**config.mk**
```make
export PLATFORM = sky130hd
export DESIGN_NAME = uart_tx_arbiter
export DESIGN_NICKNAME = d
export VERILOG_FILES = /design/src/rtl/uart_tx_arbiter.sv
export SDC_FILE = /design/constraint.sdc
export NUM_CORES = 1
export LEC_CHECK = 0
export BUFFER_PORTS_ARGS = -buffer_cell sky130_fd_sc_hd__buf_2
export CORE_MARGIN = 3
export CORE_UTILIZATION = 25
export DETAILED_ROUTE_END_ITERATION = 10
export MAX_ROUTING_LAYER = met4
export PLACE_DENSITY = 0.5
export SLEW_MARGIN = 40
export SYNTH_ARGS = -nofsm -noshare
export SYNTH_HDL_FRONTEND = slang
export SYNTH_SLANG_ARGS = --single-unit
```
**constraint.sdc**
```tcl
create_clock -name i_clk_sys -period 3.5 [get_ports i_clk_sys]
set_input_delay 0.7 -clock i_clk_sys [delete_from_list [all_inputs] [get_ports i_clk_sys]]
set_output_delay 0.7 -clock i_clk_sys [all_outputs]
set_load 0.01 [all_outputs]
```
**src/rtl/uart_tx_arbiter.sv**
```systemverilog
// uart_tx_arbiter: per-channel byte FIFOs arbitrated onto one uart_tx input,
// with each issued byte followed by a full frame time of silence.
module uart_tx_arbiter #(
    parameter int N_CH         = 2,
    parameter int DATA_WIDTH   = 8,
    parameter int FIFO_DEPTH   = 16,
    parameter int FRAME_CYCLES = 52083
) (
    input  logic                       i_clk_sys,
    input  logic                       i_rst_n,
    input  logic [N_CH*DATA_WIDTH-1:0] i_ch_data,
    input  logic [N_CH-1:0]            i_ch_valid,
    input  logic                       i_mode,
    input  logic                       i_clr_ovf,
    output logic [N_CH-1:0]            o_ch_full,
    output logic [N_CH-1:0]            o_ch_ovf,
    output logic [DATA_WIDTH-1:0]      o_tx_data,
    output logic                       o_tx_valid,
    output logic [N_CH-1:0]            o_grant,
    output logic                       o_busy
);
    localparam int AW = $clog2(FIFO_DEPTH);
    localparam int CW = AW + 1;
    localparam int RW = N_CH > 1 ? $clog2(N_CH) : 1;
    localparam int TW = $clog2(FRAME_CYCLES + 1);

    typedef enum logic [1:0] {IDLE, LOAD, HOLD} state_t;

    state_t                state_q, state_d;
    logic [TW-1:0]         cnt_q, cnt_d;
    logic [RW-1:0]         rr_q, rr_d;
    logic [DATA_WIDTH-1:0] tx_data_q, tx_data_d;
    logic                  tx_valid_q, tx_valid_d;
    logic [N_CH-1:0]       grant_q, grant_d;
    logic [N_CH-1:0]       full_q, full_d, ovf_q, ovf_d;
    logic [CW-1:0]         wr_q [N_CH];
    logic [CW-1:0]         wr_d [N_CH];
    logic [CW-1:0]         rd_q [N_CH];
    logic [CW-1:0]         rd_d [N_CH];
    logic [CW-1:0]         count_q [N_CH];
    logic [CW-1:0]         count_d [N_CH];
    logic [DATA_WIDTH-1:0] mem_q [N_CH][FIFO_DEPTH];
    logic [N_CH-1:0]       nonempty, push, pop;
    logic [RW-1:0]         sel, idx;
    logic                  found;

    always_comb begin
        for (int k = 0; k < N_CH; k++) nonempty[k] = wr_q[k] != rd_q[k];
    end

    // Mode 1 searches upward from the channel after the last grant.
    always_comb begin
        sel = '0;
        idx = '0;
        found = 1'b0;
        for (int i = 0; i < N_CH; i++) begin
            idx = i_mode ? RW'((int'(rr_q) + 1 + i) % N_CH) : RW'(i);
            if (!found && nonempty[idx]) begin
                sel = idx;
                found = 1'b1;
            end
        end
    end

    always_comb begin
        pop = '0;
        state_d = state_q;
        cnt_d = cnt_q;
        rr_d = rr_q;
        tx_data_d = tx_data_q;
        tx_valid_d = 1'b0;
        grant_d = grant_q;
        case (state_q)
            IDLE: if (found) begin
                pop[sel] = 1'b1;
                tx_data_d = mem_q[sel][rd_q[sel][AW-1:0]];
                grant_d = N_CH'(1) << sel;
                rr_d = sel;
                tx_valid_d = 1'b1;
                state_d = LOAD;
            end
            LOAD: begin
                cnt_d = TW'(FRAME_CYCLES - 1);
                state_d = HOLD;
            end
            HOLD: begin
                cnt_d = cnt_q == '0 ? '0 : cnt_q - 1'b1;
                state_d = cnt_q == '0 ? IDLE : HOLD;
            end
            default: state_d = IDLE;
        endcase
    end

    // A push into a full FIFO is dropped even when that FIFO pops this cycle.
    always_comb begin
        for (int k = 0; k < N_CH; k++) begin
            push[k] = i_ch_valid[k] && count_q[k] != CW'(FIFO_DEPTH);
            wr_d[k] = wr_q[k] + CW'(push[k]);
            rd_d[k] = rd_q[k] + CW'(pop[k]);
            count_d[k] = count_q[k] + CW'(push[k]) - CW'(pop[k]);
            full_d[k] = count_d[k] == CW'(FIFO_DEPTH);
            ovf_d[k] = (i_ch_valid[k] && !push[k]) || (ovf_q[k] && !i_clr_ovf);
        end
    end

    always_ff @(posedge i_clk_sys or negedge i_rst_n) begin
        if (!i_rst_n) begin
            state_q <= IDLE;
            cnt_q <= '0;
            rr_q <= RW'(N_CH - 1);
            tx_data_q <= '0;
            tx_valid_q <= 1'b0;
            grant_q <= '0;
        end else begin
            state_q <= state_d;
            cnt_q <= cnt_d;
            rr_q <= rr_d;
            tx_data_q <= tx_data_d;
            tx_valid_q <= tx_valid_d;
            grant_q <= grant_d;
        end
    end

    always_ff @(posedge i_clk_sys or negedge i_rst_n) begin
        if (!i_rst_n) begin
            full_q <= '0;
            ovf_q <= '0;
            for (int k = 0; k < N_CH; k++) begin
                wr_q[k] <= '0;
                rd_q[k] <= '0;
                count_q[k] <= '0;
            end
        end else begin
            full_q <= full_d;
            ovf_q <= ovf_d;
            for (int k = 0; k < N_CH; k++) begin
                wr_q[k] <= wr_d[k];
                rd_q[k] <= rd_d[k];
                count_q[k] <= count_d[k];
            end
        end
    end

    always_ff @(posedge i_clk_sys) begin
        for (int k = 0; k < N_CH; k++)
            if (push[k]) mem_q[k][wr_q[k][AW-1:0]] <= i_ch_data[k*DATA_WIDTH +: DATA_WIDTH];
    end

    assign o_ch_full = full_q;
    assign o_ch_ovf = ovf_q;
    assign o_tx_data = tx_data_q;
    assign o_tx_valid = tx_valid_q;
    assign o_grant = grant_q;
    assign o_busy = (|nonempty) || state_q != IDLE;
endmodule

```
## Word level (Yosys, flattened, before mapping)

Memories as Yosys holds them, arrays and structs flattened.
Index checks and enable logic that the tools add are counted.

| word-level totals | value |
|---|---|
| register bits | 64 |
| memory bits (writable) | 256 |
| input bits | 22 |
| output and inout port bits | 16 |
| word-level logic and storage cells | 108 |
| memories kept | 1 |

| cells by class | value |
|---|---|
| $add $sub $neg | 11 |
| order comparisons | 10 |
| equality and inequality tests | 9 |
| shift operators | 1 |
| mux-type cells | 35 |
| bitwise operators | 4 |
| reductions and logical operators | 23 |

Memory list:

| name | words | width | read ports | clocked after memory_dff | wr ports | line | source |
|---|---|---|---|---|---|---|---|
| mem_q | 2 | 128 | 1 | 0 | 2 | 42 | `logic [DATA_WIDTH-1:0] mem_q [N_CH][FIFO_DEPTH];` |

Operators by type and width:

| kind | number |
|---|---|
| $mux W128 | 2 |
| $demux W8 S4 | 2 |
| $bmux W8 S4 | 1 |
| $mux W8 | 4 |
| $pmux W16 S2 | 1 |
| $add A5 B1 Y5 | 6 |
| $logic_not A16 Y1 | 1 |
| $mux W16 | 1 |
| $sub A16 B1 Y16 const B | 1 |
| $ge A5 B5 Y1 const B | 3 |
| $mux W1 | 15 |
| $not A4 Y5 | 3 |
| $mux W4 | 3 |
| $eq A5 B5 Y1 const B | 2 |
| $logic_and A1 B1 Y1 | 10 |
| $lt A5 B1 Y1 const B | 2 |
| $ne A5 B5 Y1 | 2 |
| $ne A5 B5 Y1 const B | 2 |
| $sub A5 B1 Y5 | 2 |
| $mux W2 | 4 |
| $lt A1 B2 Y1 const B | 3 |
| $pmux W2 S3 | 1 |
| $logic_not A1 Y1 | 4 |
| $reduce_bool A2 Y1 | 2 |
| 13 further kinds | 16 |

## Logic depth before layout (Yosys ltp)

Gate-level depths: netlist of the first run.

| depth | value |
|---|---|
| depth after elaboration | 16 |
| gate-level depth with buffers | 17 |
| gate-level depth less buffers | 15 |

## Least setup slack after synthesis of the first run

Ideal clock, no wire load.

| timing path | value |
|---|---|
| kind | reg-to-reg |
| start | register rd_q[5] (netlist bit) |
| end | register full_q[0], in the netlist o_ch_full[0] |
| library setup time | 0.101 ns |
| arrival time | 3.241 ns |
| required time | 3.399 ns |
| setup slack | 0.158 ns |
| stages on the path, launching flop included | 17 |
| buffers on the path | 2 |
| period minus slack after synthesis | 3.342 ns |
| path through | dfrtp_1 -> buf_6 -> xnor2_1 -> nand2_1 -> o21a_4 -> a21oi_1 -> clkbuf_1 -> nor2_1 -> ha_1 -> inv_1 -> ha_1 -> fa_1 -> a21oi_1 -> o21bai_1 -> xnor2_1 -> nand2b_1 -> nor4_1 |

RTL lines:

| element | line | source |
|---|---|---|
| from (decl) | 38 | `logic [CW-1:0] rd_q [N_CH];` |
| from (signal, indexed assignment) | 138 | `rd_q[k] <= rd_d[k];` |
| to (signal assigned) | 134 | `full_q <= full_d;` |
| to (decl) | 35 | `logic [N_CH-1:0] full_q, full_d, ovf_q, ovf_d;` |

==> results of run 1 <==
## metrics by stage
stage / hold slack (ns) / instance area [um2] / total power, mW / utilization (%)
5_1_grt: 0.221 / 15700 / 14.4 / 29.8
3_5_place_dp: 0.451 / 14600 / 10.0 / 27.6
6_report: 0.181 / 15700 / 13.5 / 29.8
3_3_place_gp: 0.456 / 14600 / 9.97 / 27.6
2_1_floorplan: 0.404 / 13400 / 8.38 / -
4_1_cts: 0.189 / 15700 / 13.7 / 29.8
## registers in the layout (all words and copies together), names as in the netlist
name,cells
o_tx_data,8
wr_q,10
rd_q,10
o_ch_full,2
o_ch_ovf,2
o_tx_valid,1
count_q,10
rr_q,1
mem_q,256
state_q,2
cnt_q,16
o_grant,2
## per-layer routing
metal	wire length [um]	part of all wire (%)	up-vias
met5	0	0	-
met3	1820	5.7	45
met2	14600	46	177
li1	-	-	3380
met1	14700	46	3768
met4	582	1.8	0
## power groups by stage
stage | clock network [mW] | registers (mW) | logic (mW)
floorplan | 0 | 5.05 | 3.34
detailed placement | 0 | 5.13 | 4.88
global placement | 0 | 5.12 | 4.85
global route | 3.93 | 5.12 | 5.33
CTS | 3.78 | 5.06 | 4.90
finish | 3.67 | 5.06 | 4.82
## cell usage in the layout (no fill, tap or decap), types with 9 or more instances in the layout
cell | Yosys | layout
nand3_1 | 24 | 24
a211oi_1 | 9 | 9
nand2_1 | 44 | 44
nor2_1 | 65 | 57
mux2i_1 | 10 | 10
clkbuf_1 | 17 | 9
xnor2_1 | 22 | 22
buf_4 | 2 | 42
a21oi_1 | 10 | 10
xor2_1 | 12 | 12
nand2b_1 | 14 | 14
inv_1 | 25 | 25
buf_2 | 12 | 36
mux4_2 | 47 | 47
mux2_2 | 10 | 10
o21ai_0 | 43 | 43
clkbuf_16 | 0 | 37
edfxtp_1 | 256 | 256
dfrtp_1 | 63 | 61
nor3_1 | 24 | 24
ha_1 | 25 | 25
## final cells by class
type / instances / area (um2)
clock buffer: 46 / 960
clock inverter: 13 / 181
fill: 5268 / 37000
inverter: 25 / 93.8
multi-input combinational: 453 / 3840
sequential: 320 / 9290
tap: 688 / 861
timing repair buffer: 79 / 507
## logic make-up (layout without fill, tap and decap cells)
kind of cell | after synthesis | count (layout) | synth area share, %
DFF | 320 | 320 | 69.4
adders and majority gates | 27 | 27 | 2.64
muxes | 71 | 71 | 10.3
buffers and inverters | 62 | 163 | 2.02
and+or+nand+nor | 208 | 208 | 7.51
xor gates and xnor gates | 36 | 36 | 2.47
AOI/OAI and AO/OA | 111 | 111 | 5.63
## worst max-delay path by stage
stage	cells past startpoint	to	slack [ns]
after floorplan	16	o_ch_full[0]$_DFF_PN0_	0.16
after global placement	14	o_ch_full[0]$_DFF_PN0_	0.41
after detailed placement	14	o_ch_full[0]$_DFF_PN0_	0.29
after CTS	14	o_ch_full[0]$_DFF_PN0_	0.33
after global routing	14	o_ch_full[0]$_DFF_PN0_	0.006
final	14	o_ch_full[0]$_DFF_PN0_	0.34
==> impl_metrics.json, run 1 <==
{
  "dp_hpwl_mm": 20.7,
  "numPlacedInstances": 1565,
  "swShare_pct": 34.5,
  "initial_core_util_pct": 25.4,
  "rr_worst_depth": 14,
  "min_period_over_period_pct": 90.4,
  "num_rows": 84,
  "synth_top_area_cell": "edfxtp_1",
  "postCtsSetupBuffers": 0,
  "vias": 7370,
  "timing.critical_path.buf_inv": 1,
  "power.density_nw_per_um2": 861,
  "cp_top_family": "adder cells",
  "die_area_um2": 56300,
  "overflow": 0,
  "syn_inst": 835,
  "antenna_left": 0,
  "p_clk_share_pct": 27.1,
  "pre_cts_ws_ns": 0.293,
  "synth-main-ff-cell": "edfxtp_1",
  "n_antenna_cell": 0,
  "synth.distinct_cells": 62,
  "ys_ff_latch": 320,
  "pin_count": 38,
  "fin_skew_ns": 0.0255,
  "synth_edf_count": 256,
  "synth_top_cell_area_share_pct": 57.5,
  "max_freq_ghz": 0.316,
  "cap_violations": 0,
  "grt_max_degree": 65,
  "cts_root_buffer": "clkbuf_16",
  "drive_above_1_share_pct": 22.1,
  "clockBufferDepth": 3,
  "yosysMostFrequentCell": "edfxtp_1",
  "viasPerCell": 4.54,
  "combPwrFrac_pct": 35.6,
  "met1_usage_pct": 15.8,
  "setup_viol": 0,
  "status": "complete, no violations",
  "grt_usage_pct": 11.6,
  "p_switching_mw": 4.68,
  "final_cells": 1624,
  "synthToLayoutAreaGrowth_pct": 17.6,
  "port_buffers": 37,
  "cp_data_required_time_ns": 3.91,
  "global_route.usage.met3_pct": 2.58,
  "worstMarginPinSlew_ns": 0.811,
  "fin_crit_ns": 3.16,
  "yosysSeqAreaShare_pct": 69.4,
  "coreArea_um2": 52800,
  "cpPeakStageDelay_ns": 0.45,
  "drtIter0Drc": 619,
  "path_max_fanout": 7,
  "hold_buffers": 0,
  "htree_levels": 2,
  "yosys_warnings": 0,
  "cts.reportedPaths.clkPinSlew_ns": 0.06,
  "slew_viol_final": 0,
  "nets": 964,
  "grt_pass1_wl_mm": 47.9,
  "startpoint": "wr_q[6]$_DFF_PN0_",
  "critical_path_class": "reg2reg",
  "grt_pass1_vias": 7524,
  "cts_sinks": 320,
  "r2r_start": "wr_q[6]$_DFF_PN0_",
  "yosys-top-cells-area": "edfxtp_1 57%, dfrtp_1 12%, mux4_2 7.9%, ha_1 2.3%, nor2_1 1.8%",
  "antenna_found_initial": 0,
  "cts_resized": 0,
  "critPathLaunchType": "register",
  "power_leakage_nw": 5.37,
  "syn_nets": 884,
  "cts_tree": "done",
  "setup_slack_ns": 0.336,
  "die_h_um": 237,
  "relSlewSlack_pct": 45.7,
  "rr_endpoint": "o_ch_full[0]$_DFF_PN0_",
  "cts_buffers": 36,
  "crit_arrival_ns": 3.57,
  "drt-total-wl_mm": 31.8,
  "rsz0062_at_grt": "false",
  "reg2reg_slack_ns": 0.34,
  "hold_viol": 0,
  "gr-usage-met2_pct": 17.9,
  "async_flop_share_pct": 20.0,
  "die_x_um": 237,
  "drc": 0,
  "place.gp.congestion": 0.782,
  "cp-end-kind": "register",
  "p_int_mw": 8.87,
  "crit_path_top_delay_cell": "dfrtp_1",
  "globalRoute.busiestLayer": "met2",
  "clkLatencyLatePin_ns": 0.54,
  "seqPwrFrac_pct": 37.3,
  "drt-pass1-iter-count": 5,
  "syn_area_um2": 13400,
  "vdd_drop_max_mv": 0.319,
  "wire_per_inst_um": 19.6,
  "cp_cell_sequence": "xnor2_1 -> nand3_2 -> o21a_4 -> a21oi_1 -> nor2_1 -> ha_1 -> inv_1 -> ha_1 -> fa_1 -> a21oi_1 -> o21bai_1 -> xnor2_1 -> nand2b_1 -> nor4_1",
  "setup_tns_ns": 0,
  "hold_path_class": "in2async",
  "synth_top_cells_by_count": "256 x edfxtp_1, 65 x nor2_1, 63 x dfrtp_1",
  "syn_area_per_cell_um2": 16.0
}
(Power assumes the default switching activity.)
==> run 2: changes to the inputs <==
--- a/config.mk
+++ b/config.mk
@@ -9,7 +9,6 @@
 export CORE_MARGIN = 3
 export CORE_UTILIZATION = 25
 export DETAILED_ROUTE_END_ITERATION = 10
-export MAX_ROUTING_LAYER = met4
 export PLACE_DENSITY = 0.5
 export SLEW_MARGIN = 40
 export SYNTH_ARGS = -nofsm -noshare
==> impl_metrics.json, run 2 (synthesized netlist as in run 1, its figures left out) <==
{
  "status": "complete, no violations",
  "relSlewSlack_pct": 45.7,
  "final_cells": 1624,
  "n_antenna_cell": 0,
  "fill_cells": 5268,
  "grt_pass1_vias": 7515,
  "place.gp.congestion": 0.771,
  "seqPwrFrac_pct": 37.3,
  "combPwrFrac_pct": 35.6,
  "pre_cts_ws_ns": 0.293,
  "min_period_over_period_pct": 90.7,
  "placed_area_um2": 14600,
  "viasPerCell": 4.55,
  "vdd_drop_max_mv": 0.319,
  "swShare_pct": 34.6,
  "cp_data_required_time_ns": 3.91,
  "grt_usage_pct": 11.3,
  "whs_ns": 0.181,
  "rr_worst_depth": 14,
  "setup_tns_ns": 0,
  "critPathLaunchType": "register",
  "grt_max_degree": 65,
  "hold_viol": 0,
  "drive_above_1_share_pct": 22.1,
  "hold_buffers": 0,
  "seq_area_um2": 9290,
  "final_cell_mix": "256 x edfxtp_1, 61 x dfrtp_1, 57 x nor2_1, 47 x mux4_2, 44 x nand2_1",
  "antenna_left": 0,
  "numPlacedInstances": 1565,
  "rsz0062_at_grt": "false",
  "p_total_mw": 13.6,
  "cp_cell_sequence": "xnor2_1 -> nand3_2 -> o21a_4 -> a21oi_1 -> nor2_1 -> ha_1 -> inv_1 -> ha_1 -> fa_1 -> a21oi_1 -> o21bai_1 -> xnor2_1 -> nand2b_1 -> nor4_1",
  "cp_top_family": "adder cells",
  "dp_hpwl_mm": 20.7,
  "cts_sinks": 320,
  "clkLatencyLatePin_ns": 0.54,
  "drc": 0,
  "htree_levels": 2,
  "cp-end-kind": "register",
  "vias": 7395,
  "postCtsSetupBuffers": 0,
  "grt_pass1_wl_mm": 47.8,
  "num_rows": 84,
  "cts_root_buffer": "clkbuf_16",
  "antenna_found_initial": 0,
  "drt-pass1-iter-count": 5,
  "path_max_fanout": 7,
  "cts_buffers": 36,
  "cpPeakStageDelay_ns": 0.45,
  "worstMarginPinSlew_ns": 0.811,
  "pin_count": 38,
  "slew_viol_final": 0,
  "port_buffers": 37,
  "crit_arrival_ns": 3.58,
  "cts_resized": 0,
  "fin_skew_ns": 0.0230,
  "crit_path_top_delay_cell": "dfrtp_1",
  "drt-total-wl_mm": 31.8,
  "p_switching_mw": 4.68,
  "die_x_um": 237,
  "hold_path_class": "in2async",
  "synthToLayoutAreaGrowth_pct": 17.6,
  "coreArea_um2": 52800,
  "multi_input_area_um2": 3840,
  "cts.reportedPaths.clkPinSlew_ns": 0.06,
  "p_int_mw": 8.87,
  "largest_reg_flops": 256,
  "die_area_um2": 56300,
  "overflow": 0,
  "fin_crit_ns": 3.18,
  "critical_path_class": "reg2reg",
  "wire_per_inst_um": 19.6,
  "path_depth": 14,
  "final_common_cell": "edfxtp_1",
  "cts_tree": "done",
  "p_clk_share_pct": 27.0,
  "clockBufferDepth": 3,
  "drtIter0Drc": 513,
  "nets": 964,
  "initial_core_util_pct": 25.4,
  "power_leakage_nw": 5.37,
  "stdcell_area_um2": 15700,
  "timing.critical_path.buf_inv": 1,
  "die_h_um": 237,
  "setup_viol": 0,
  "utilization_pct": 29.8,
  "cap_violations": 0,
  "setup_slack_ns": 0.324,
  "power.density_nw_per_um2": 861,
  "max_freq_ghz": 0.315
}
run 2: power by group through the flow:
stage	registers [mW]	logic [mW]	clock network (mW)
2_1_floorplan	5.05	3.34	0
3_3_place_gp	5.12	4.85	0
3_5_place_dp	5.13	4.88	0
4_1_cts	5.06	4.90	3.78
5_1_grt	5.12	5.33	3.92
6_report	5.06	4.83	3.67
run 2: cell type report:
cell class / count / share of cell area, %
clock buffer: 46 / 6.10
clock inverter: 13 / 1.15
timing repair buffer: 79 / 3.22
sequential: 320 / 59.1
tap: 688 / 5.47
multi-input combinational: 453 / 24.4
inverter: 25 / 0.596
run 2: final timing paths:
| path | endpoint | startpoint | slack [ns] |
|---|---|---|---|
| max in group asynchronous | rd_q[0]$_DFF_PN0_ | i_rst_n | 2.84 |
| hold reg to reg | rr_q$_DFFE_PN1P_ | rr_q$_DFFE_PN1P_ | 0.46 |
| setup reg to reg | o_ch_full[0]$_DFF_PN0_ | wr_q[6]$_DFF_PN0_ | 0.32 |
| min in group i_clk_sys | o_ch_ovf[0]$_DFF_PN0_ | i_clr_ovf | 0.39 |
| hold / removal | o_ch_ovf[0]$_DFF_PN0_ | i_rst_n | 0.18 |
| setup / recovery | o_ch_full[0]$_DFF_PN0_ | wr_q[6]$_DFF_PN0_ | 0.32 |
run 2: per-layer routing:
layer / GRT usage [%] / routed length [um]
met5: 0 / 0
met4: 2.86 / 568
met3: 2.65 / 1810
met2: 17.8 / 14800
met1: 15.7 / 14600
==> run 3: changes to the inputs <==
--- a/config.mk
+++ b/config.mk
@@ -10,7 +10,6 @@
 export CORE_UTILIZATION = 25
 export DETAILED_ROUTE_END_ITERATION = 10
 export PLACE_DENSITY = 0.5
-export SLEW_MARGIN = 40
 export SYNTH_ARGS = -nofsm -noshare
 export SYNTH_HDL_FRONTEND = slang
 export SYNTH_SLANG_ARGS = --single-unit
==> constraint.sdc (replaced) <==
create_clock -name i_clk_sys -period 3.5 [get_ports i_clk_sys]
set_input_delay 0.175 -clock i_clk_sys [delete_from_list [all_inputs] [get_ports i_clk_sys]]
set_output_delay 0.175 -clock i_clk_sys [all_outputs]
set_load 0.01 [all_outputs]
==> impl_metrics.json, run 3 (synthesized netlist as in run 1, its figures left out) <==
{
  "die_h_um": 237,
  "max_freq_ghz": 0.318,
  "cap_violations": 0,
  "cts_sinks": 320,
  "hold_path_class": "in2reg",
  "synthToLayoutAreaGrowth_pct": 18.1,
  "clkLatencyLatePin_ns": 0.56,
  "drive_above_1_share_pct": 21.5,
  "path_max_fanout": 7,
  "port_buffers": 37,
  "startpoint": "wr_q[1]$_DFF_PN0_",
  "reg2reg_slack_ns": 0.36,
  "grt_usage_pct": 11.5,
  "largest_reg_flops": 256,
  "placed_area_um2": 14500,
  "drt-pass1-iter-count": 5,
  "power.density_nw_per_um2": 869,
  "dp_hpwl_mm": 20.9,
  "p_total_mw": 13.7,
  "die_area_um2": 56300,
  "final_cell_mix": "256 x edfxtp_1, 65 x nor2_1, 61 x dfrtp_1, 47 x mux4_2, 44 x nand2_1",
  "min_period_over_period_pct": 89.7,
  "setup_tns_ns": 0,
  "status": "complete, no violations",
  "multi_input_area_um2": 3820,
  "cts_root_buffer": "clkbuf_16",
  "die_x_um": 237,
  "fill_cells": 5224,
  "grt_max_degree": 65,
  "critical_path_class": "reg2reg",
  "overflow": 0,
  "final_common_cell": "edfxtp_1",
  "viasPerCell": 4.56,
  "initial_core_util_pct": 25.4,
  "cp-end-kind": "register",
  "n_antenna_cell": 0,
  "coreArea_um2": 52800,
  "critPathLaunchType": "register",
  "vias": 7450,
  "stdcell_area_um2": 15800,
  "drt-total-wl_mm": 32.3,
  "wire_per_inst_um": 19.7,
  "num_rows": 84,
  "pre_cts_ws_ns": 0.274,
  "antenna_left": 0,
  "place.gp.congestion": 0.746,
  "pin_count": 38,
  "worstMarginPinSlew_ns": 0.899,
  "rr_endpoint": "o_ch_full[0]$_DFF_PN0_",
  "rsz0062_at_grt": "false",
  "relSlewSlack_pct": 40.1,
  "crit_arrival_ns": 3.59,
  "postCtsSetupBuffers": 0,
  "fin_crit_ns": 3.14,
  "setup_viol": 0,
  "grt_pass1_vias": 7568,
  "slew_viol_final": 0,
  "r2r_start": "wr_q[1]$_DFF_PN0_",
  "seq_area_um2": 9290,
  "htree_levels": 2,
  "cp_data_required_time_ns": 3.95,
  "clockBufferDepth": 3,
  "drc": 0,
  "cts_buffers": 37,
  "fin_skew_ns": 0.0136,
  "cts.reportedPaths.clkPinSlew_ns": 0.06,
  "rr_worst_depth": 14,
  "cts_tree": "done",
  "endpoint": "o_ch_full[0]$_DFF_PN0_",
  "power_leakage_nw": 5.42,
  "antenna_found_initial": 0,
  "drtIter0Drc": 523,
  "grt_pass1_wl_mm": 48.3,
  "setup_slack_ns": 0.360,
  "nets": 967,
  "vdd_drop_max_mv": 0.322,
  "hold_viol": 0
}
run 3: repair_timing:
item,in CTS,in global routing
setup endpoints to repair,0,1
hold buffers,5,0
gates resized for setup,0,2
endpoints found under the hold margin,97,0
run 3: area by class of cell:
type,count,area share (%)
flip-flops and latches,320,58.8
inverters,25,0.594
clock buffers,45,6.05
repair buffers,81,3.36
multi-input cells,453,24.2
well taps,688,5.45
clock inverters,23,1.56
run 3: how the worst min path moves through the flow:
stage / cells past startpoint / endpoint / slack [ns] / startpoint
2_1_floorplan: 0 / cnt_q[0]$_DFFE_PN0P_ / -0.12 / i_rst_n
3_3_place_gp: 1 / o_ch_ovf[0]$_DFF_PN0_ / 0.36 / i_rst_n
3_5_place_dp: 1 / wr_q[7]$_DFF_PN0_ / 0.37 / i_rst_n
4_1_cts: 1 / mem_q[1][57]$_DFFE_PP_ / 0.00009 / i_ch_data[9]
5_1_grt: 1 / mem_q[0][117]$_DFFE_PP_ / 0.02 / i_ch_data[5]
6_report: 1 / mem_q[1][23]$_DFFE_PP_ / 0.03 / i_ch_data[15]
run 3: power breakdown:
group	internal, mW	total [mW]	switching (mW)
Sequential	4.74	5.03	0.291
Combinational	1.97	4.87	2.90
Clock	2.21	3.83	1.62
run 3: worst max-delay path, stage by stage, from the launching register on:
cell and delay, ns:
dfrtp_1 0.46, xnor2_1 0.20, and3_2 0.27, nand2_1 0.15, o21ai_1 0.21, nor2_1 0.12
ha_1 0.29, inv_1 0.04, ha_1 0.19, fa_1 0.41, a21oi_1 0.14, o21bai_1 0.08
xnor2_1 0.19, nand2b_1 0.08, nor4_1 0.20
run 3: through the flow:
| stage | std cells | util [%] | hold WS (ns) |
|---|---|---|---|
| after floorplan | 835 | - | -0.121 |
| after global placement | 1562 | 27.6 | 0.364 |
| after detailed placement | 1562 | 27.6 | 0.367 |
| after CTS | 1635 | 29.9 | 0.0000883 |
| after global routing | 1635 | 30.0 | 0.0188 |
| final | 1635 | 30.0 | 0.0252 |
run 3: layer usage:
metal  part of all wire [%]  wire length (um)  vias up  global-route usage, %
li1                       -                 -     3393                      -
met5                      0                 0        -                      0
met2                     47             15100      129                   17.9
met1                     47             15100     3888                   16.1
met4                    2.0               651        0                   3.93
met3                    4.5              1460       40                   2.25
